$ cat src/rtl/seq_alu_mac.sv
// seq_alu_mac: valid/ready ALU with an iterative shift-add multiplier and a MAC accumulator.
// Optional build macro SEQ_ALU_MAC_SATURATE_EN: saturating accumulator with sticky acc_sat.
module seq_alu_mac #(
  parameter int WIDTH     = 32,
  parameter int ACC_WIDTH = 64
) (
  input  logic             clk,
  input  logic             rst_n,
  input  logic             in_valid,
  output logic             in_ready,
  input  logic [WIDTH-1:0] in1,
  input  logic [WIDTH-1:0] in2,
  input  logic [3:0]       alu_control,
  output logic             out_valid,
  input  logic             out_ready,
  output logic [WIDTH-1:0] alu_result,
  output logic             zero_flag,
  output logic             illegal_op,
  output logic             busy,
  output logic             acc_sat
);
  localparam int SHW = $clog2(WIDTH);

  // state | meaning
  // IDLE  | nothing held, ready for an op
  // BUSY  | shift-add multiply running, one multiplier bit per cycle
  // DONE  | result held on alu_result until the consumer takes it
  typedef enum logic [1:0] {S_IDLE, S_BUSY, S_DONE} state_t;

  localparam logic [3:0] OP_AND    = 4'b0000;
  localparam logic [3:0] OP_OR     = 4'b0001;
  localparam logic [3:0] OP_ADD    = 4'b0010;
  localparam logic [3:0] OP_XOR    = 4'b0011;
  localparam logic [3:0] OP_SUB    = 4'b0100;
  localparam logic [3:0] OP_SLT    = 4'b0101;
  localparam logic [3:0] OP_SLTU   = 4'b0110;
  localparam logic [3:0] OP_SLL    = 4'b0111;
  localparam logic [3:0] OP_SRL    = 4'b1000;
  localparam logic [3:0] OP_SRA    = 4'b1001;
  localparam logic [3:0] OP_MUL    = 4'b1010;
  localparam logic [3:0] OP_MAC    = 4'b1011;
  localparam logic [3:0] OP_ACCCLR = 4'b1100;
  localparam logic [3:0] OP_ACCRD  = 4'b1101;

  state_t                 state_q;
  logic                   out_valid_q;
  logic [WIDTH-1:0]       alu_result_q;
  logic                   zero_q;
  logic                   illegal_q;
  logic                   busy_q;
  logic [ACC_WIDTH-1:0]   acc_q;
  logic [WIDTH-1:0]       mcand_q;
  logic [2*WIDTH-1:0]     prod_q;
  logic                   neg_q;
  logic                   mac_q;
  logic [SHW-1:0]         cnt_q;

  logic                   accept;
  logic                   consume;
  logic                   is_iter;
  logic                   is_illegal;
  logic [SHW-1:0]         shamt;
  logic [WIDTH-1:0]       alu_res;
  logic [WIDTH-1:0]       a_mag;
  logic [WIDTH-1:0]       b_mag;
  logic [WIDTH:0]         hi_sum;
  logic [2*WIDTH-1:0]     prod_step;
  logic [2*WIDTH-1:0]     prod_final;
  logic [ACC_WIDTH-1:0]   acc_add;
  logic [ACC_WIDTH-1:0]   acc_sum;
  logic [ACC_WIDTH-1:0]   acc_new;
  logic [WIDTH-1:0]       fin_res;

  assign in_ready   = (state_q == S_IDLE) || ((state_q == S_DONE) && out_ready);
  assign accept     = in_valid && in_ready;
  assign consume    = out_valid_q && out_ready;
  assign is_iter    = (alu_control == OP_MUL) || (alu_control == OP_MAC);
  assign is_illegal = (alu_control == 4'b1110) || (alu_control == 4'b1111);
  assign shamt      = in2[SHW-1:0];

  always_comb begin
    alu_res = '0;
    case (alu_control)
      OP_AND:    alu_res = in1 & in2;
      OP_OR:     alu_res = in1 | in2;
      OP_ADD:    alu_res = in1 + in2;
      OP_XOR:    alu_res = in1 ^ in2;
      OP_SUB:    alu_res = in1 - in2;
      OP_SLT:    alu_res = {{(WIDTH-1){1'b0}}, ($signed(in1) < $signed(in2))};
      OP_SLTU:   alu_res = {{(WIDTH-1){1'b0}}, (in1 < in2)};
      OP_SLL:    alu_res = in1 << shamt;
      OP_SRL:    alu_res = in1 >> shamt;
      OP_SRA:    alu_res = $signed(in1) >>> shamt;
      OP_ACCRD:  alu_res = acc_q[WIDTH-1:0];
      default:   alu_res = '0;
    endcase
  end

  // Multiplier works on magnitudes; the most negative value maps onto itself as unsigned.
  assign a_mag = in1[WIDTH-1] ? (-in1) : in1;
  assign b_mag = in2[WIDTH-1] ? (-in2) : in2;

  // Right-shifting product register: multiplier bits in the low half retire one per cycle.
  assign hi_sum     = {1'b0, prod_q[2*WIDTH-1:WIDTH]} + (prod_q[0] ? {1'b0, mcand_q} : '0);
  assign prod_step  = {hi_sum, prod_q[WIDTH-1:1]};
  assign prod_final = neg_q ? (-prod_step) : prod_step;
  assign acc_add    = ACC_WIDTH'($signed(prod_final));
  assign acc_sum    = acc_q + acc_add;

`ifdef SEQ_ALU_MAC_SATURATE_EN
  logic acc_sat_q;
  logic acc_ovf;
  assign acc_ovf = (acc_q[ACC_WIDTH-1] == acc_add[ACC_WIDTH-1]) &&
                   (acc_sum[ACC_WIDTH-1] != acc_q[ACC_WIDTH-1]);
  assign acc_new = !acc_ovf ? acc_sum :
                   acc_q[ACC_WIDTH-1] ? {1'b1, {(ACC_WIDTH-1){1'b0}}} : {1'b0, {(ACC_WIDTH-1){1'b1}}};
  assign acc_sat = acc_sat_q;
`else
  assign acc_new = acc_sum;
  assign acc_sat = 1'b0;
`endif

  assign fin_res = mac_q ? acc_new[WIDTH-1:0] : prod_final[WIDTH-1:0];

  always_ff @(posedge clk) begin
    if (!rst_n) begin
      state_q      <= S_IDLE;
      out_valid_q  <= 1'b0;
      alu_result_q <= '0;
      zero_q       <= 1'b0;
      illegal_q    <= 1'b0;
      busy_q       <= 1'b0;
      acc_q        <= '0;
      mcand_q      <= '0;
      prod_q       <= '0;
      neg_q        <= 1'b0;
      mac_q        <= 1'b0;
      cnt_q        <= '0;
`ifdef SEQ_ALU_MAC_SATURATE_EN
      acc_sat_q    <= 1'b0;
`endif
    end else if (accept) begin
      // Accept is only possible from IDLE or from DONE while the held result is consumed.
      if (is_iter) begin
        state_q     <= S_BUSY;
        busy_q      <= 1'b1;
        out_valid_q <= 1'b0;
        mcand_q     <= a_mag;
        prod_q      <= {{WIDTH{1'b0}}, b_mag};
        neg_q       <= in1[WIDTH-1] ^ in2[WIDTH-1];
        mac_q       <= (alu_control == OP_MAC);
        cnt_q       <= SHW'(WIDTH-1);
      end else begin
        state_q      <= S_DONE;
        busy_q       <= 1'b0;
        out_valid_q  <= 1'b1;
        alu_result_q <= alu_res;
        zero_q       <= (alu_res == '0);
        illegal_q    <= is_illegal;
        if (alu_control == OP_ACCCLR) begin
          acc_q <= '0;
`ifdef SEQ_ALU_MAC_SATURATE_EN
          acc_sat_q <= 1'b0;
`endif
        end
      end
    end else begin
      case (state_q)
        S_BUSY: begin
          prod_q <= prod_step;
          cnt_q  <= cnt_q - SHW'(1);
          if (cnt_q == '0) begin
            state_q      <= S_DONE;
            busy_q       <= 1'b0;
            out_valid_q  <= 1'b1;
            alu_result_q <= fin_res;
            zero_q       <= (fin_res == '0);
            illegal_q    <= 1'b0;
            if (mac_q) begin
              acc_q <= acc_new;
`ifdef SEQ_ALU_MAC_SATURATE_EN
              if (acc_ovf) acc_sat_q <= 1'b1;
`endif
            end
          end
        end
        S_DONE: begin
          if (consume) begin
            state_q     <= S_IDLE;
            out_valid_q <= 1'b0;
          end
        end
        default: state_q <= S_IDLE;
      endcase
    end
  end

  assign out_valid  = out_valid_q;
  assign alu_result = alu_result_q;
  assign zero_flag  = zero_q;
  assign illegal_op = illegal_q;
  assign busy       = busy_q;

endmodule

$ cat config.mk
export PLATFORM = sky130hd
export DESIGN_NAME = seq_alu_mac
export DESIGN_NICKNAME = d
export VERILOG_FILES = /design/src/rtl/seq_alu_mac.sv
export SDC_FILE = /design/constraint.sdc
export NUM_CORES = 1
export LEC_CHECK = 0
export ABC_AREA = 1
export CORE_MARGIN = 4
export CORE_UTILIZATION = 35
export CTS_BUF_LIST = sky130_fd_sc_hd__clkbuf_2 sky130_fd_sc_hd__clkbuf_4 sky130_fd_sc_hd__clkbuf_8
export DETAILED_ROUTE_END_ITERATION = 6
export PLACE_DENSITY = 0.49
export SYNTH_ARGS = -nofsm -noshare
export SYNTH_HDL_FRONTEND = slang
export SYNTH_SLANG_ARGS = --single-unit
$ cat constraint.sdc
create_clock -name clk -period 3.5 [get_ports clk]
set_input_delay 0.525 -clock clk [delete_from_list [all_inputs] [get_ports clk]]
set_output_delay 0.525 -clock clk [all_outputs]
set_load 0.01 [all_outputs]
==> impl_metrics.csv <==
group,metric,value,unit
run_status,outcome,"complete, but fails checks",
run_status,violations,"design-rule violations, negative setup slack",
power_and_ir_drop,power.share.clock,0.213,
power_and_ir_drop,power_frac_seq,0.270,
routing,drt_pre_antenna_iters,7,
global_route,grt-ovfl-total,0,
sta,layout_setup_ws,-57.3,ps
yosys,synth_compound_area_frac,0.172,
global_route,antenna_found_initial,5,
clock_tree,clock-sinks,173,
die,die_x,269,µm
yosys,ys_seq_area_frac,0.146,
min_path,min_path_type,"reg -> reg",
die,fp.coreArea,67300,µm²
yosys,synth.area.top_cells,"nand2_1 21%, dfxtp_1 15%, nand3_1 13%",
finish,drive_above_1_share,0.241,
sta,slew_headroom,0.353,
yosys,synth-edff-count,0,
finish,fill_cells,7353,
placed_design,place_congestion,1.07,
job,cap_violations,0,
critical_path,path_class,"in -> reg",
critical_path,path_cells,"clkdlybuf4s50_1, inv_1, ha_1, nand2_1, nor2_1, inv_1, nor2_1, nand3_1, nand3_1, nand2_1, nand3_1, nand3_1, nor2_2, nand2_1, nor2_1, nand2_1, nor2_1, nand2_1, nand3_2, nand2_1, inv_1",
sta,fin_worst_skew,37.3,ps
power_and_ir_drop,p_sw,3.51,mW
clock_tree,clk_latency,580,ps
global_route,grt_start_max_net_pins,80,
yosys,synth_area_leader_cell,"nand2_1",
die,io_pins,110,
global_route,grt_pass1_vias,30500,
yosys,synth_top_family_by_area,"simple AND/OR/NAND/NOR gates",
sta,rsz0062_at_grt,"yes",
finish,fin_nets,5440,
yosys,synth_most_common_cell,"nand2_1",
yosys,syn_nets,4585,
yosys,yosysUniqueCellTypes,59,
power_and_ir_drop,comb_power_share,0.517,
sta,maxSlewViolCount,0,
routing,route.detailed.drc,3,
critical_path,cp.required,4050,ps
clock_tree,htreeDepth,4,
critical_path,cpMostUsedCell,"nand2_1",
critical_path,crit_fanout,4,
power_and_ir_drop,leakage,17.2,nW
power_and_ir_drop,power_density,227,nW/µm²
routing,viasPerCell,5.41,
global_route,track_usage,0.378,
sta,fmax,281,MHz
critical_path,arrival,4100,ps
die,die_area,72200,µm²
sta,hold_ws,474,ps
sta,setup_tns,-57.3,ps
critical_path,crit_slowest_cell,"clkdlybuf4s50_1",
placed_design,dp_hpwl,119000,µm
critical_path,slowest_delay,600,ps
clock_tree,hold_buffers,0,
yosys,ys_async_sr_fraction,0,
power_and_ir_drop,sw_frac_of_total,0.455,
critical_path,critPathLaunchType,"primary input",
die,die-height,269,µm
clock_tree,cts.clk_slew.worst_paths,150,ps
clock_tree,cts_tree,"built",
yosys,netlist_instances,4333,
yosys,synth_commonest_cells,"1,317 x nand2_1, 608 x nand3_1, 491 x inv_1",
routing,drt_iter0_markers,3588,
yosys,syn_area,23800,µm²
routing,wirelength,141000,µm
die,floorplan.initialDensity,0.354,
yosys,yosys_warnings,0,
finish,area_growth,42.9,%
yosys,synth.avg_cell_area,5.49,µm²
yosys,muxShareOfSynthArea,0,
routing,ant_nets,0,
sta,tightest_slew,963,ps
clock_tree,cts_buffers,17,
finish,finalInstanceArea,34000,µm²
yosys,synth_adder_area_share,0.0959,
yosys,synth-xor-area-share,0.0184,
yosys,synth_flop_cell,"dfxtp_1",
sta,fin_crit_sh,1.02,
power_and_ir_drop,irDropWorstVdd,0.183,mV
critical_path,endpoint_kind,"flip-flop",
sta,finalSetupViolCount,1,
placed_design,dpl_cell_area,32200,µm²
yosys,synth-simple-area-share,0.450,
sta,hold_viol,0,
clock_tree,cts-root-buf,"clkbuf_8",
routing,vias,32900,
routing,wl_per_cell,23.1,µm
power_and_ir_drop,p_int,4.21,mW
die,num_rows,95,
placed_design,io_buffers,108,
global_route,grt_pass1_wl,202000,µm
clock_tree,cts.path.max_buffers,2,
sta,fin_crit,3560,ps
yosys,ys_ff_latch,173,
yosys,synth_top_area_frac,0.208,
power groups by stage:
stage	clock, mW	combinational, mW	sequential [mW]
after global placement	0	3.77	2.13
final	1.64	3.99	2.09
after CTS	1.68	3.80	2.09
after global routing	1.74	4.26	2.10
after floorplan	0	1.68	2.13
after detailed placement	0	3.75	2.13
worst paths after layout:
| check | from | end | slack (ps) | depth (start not counted) |
|---|---|---|---|---|
| max | in2[21] | zero_flag | -60 | 21 |
| min | busy | busy | 470 | 2 |
| max reg2reg | prod_q[2] | zero_flag | 50 | 25 |
| min reg2reg | busy | busy | 470 | 2 |
what timing repair did:
action                                  in CTS  in global routing
endpoints found under the setup margin      14                 26
gates resized for setup                     71                231
pin swaps                                   22                 94
setup buffers                                5                 15
flip-flops by register name (all words and copies together), names as in the netlist:
register and cells:
cnt_q 5, state_q 2, illegal_op 1, out_valid 1
busy 1, zero_flag 1, mcand_q 32, alu_result 32
acc_q 32, prod_q 64, mac_q 1, neg_q 1
cell usage in the layout (no fill, tap or decap), types with 22 or more instances in the layout:
cell type / count
nand2_1: 1274
buf_4: 874
nand3_1: 580
inv_1: 473
nor2_1: 349
a21oi_1: 320
dfxtp_1: 168
o21ai_0: 166
ha_1: 141
clkdlybuf4s50_1: 102
nand4_1: 53
nand2_2: 47
o211ai_1: 45
xor2_1: 40
o21ai_1: 38
nor2_2: 37
a31oi_1: 37
ha_4: 30
nand3_2: 29
buf_12: 29
inv_2: 28
nor3_1: 28
a21oi_2: 24
nor2_4: 22
cell families (layout without fill, tap and decap cells):
logic type      Yosys count  in the layout
flops                   173            173
xor+xnor                 50             50
simple gates           2508           2508
compound gates          730            730
fa+ha+maj               180            180
buf+inv                 691           1559
other cells               1              5
final cells by class:
class | instances | area [µm²] | share of cell area
Multi-Input combinational cell | 3469 | 18800 | 0.552
Clock buffer | 17 | 234 | 0.00688
Sequential cell | 173 | 3470 | 0.102
Inverter | 508 | 1920 | 0.0564
Antenna cell | 4 | 10.0 | 0.000294
Clock inverter | 15 | 220 | 0.00647
Timing Repair Buffer | 1019 | 8310 | 0.244
Tap cell | 873 | 1090 | 0.0321
per-layer routing:
layer | up-vias | part of all wire | GRT usage | routed length, µm
met5 | - | 0.00020 | 0 | 28
li1 | 16000 | - | - | -
met3 | 290 | 0.082 | 0.0579 | 11500
met4 | 4 | 0.065 | 0.206 | 9160
met2 | 1436 | 0.42 | 0.579 | 59400
met1 | 15200 | 0.43 | 0.512 | 60600
per-stage QoR:
step,util,power [mW],cells,worst slack (ps)
finish,0.506,7.73,6078,-57.3
global route,0.506,8.10,6076,-183
CTS,0.490,7.57,6062,2.69
detailed placement,0.478,5.88,6025,-748
global placement,0.478,5.90,6025,-786
floorplan,-,3.81,4333,320
worst max-delay path, delay by kind of cell:
family	cells	cell delay, ps
adders and majority gates	1	440
buffers and inverters	4	920
and+or+nand+nor	16	2210
Note: power is estimated with default switching activity, not from simulation.
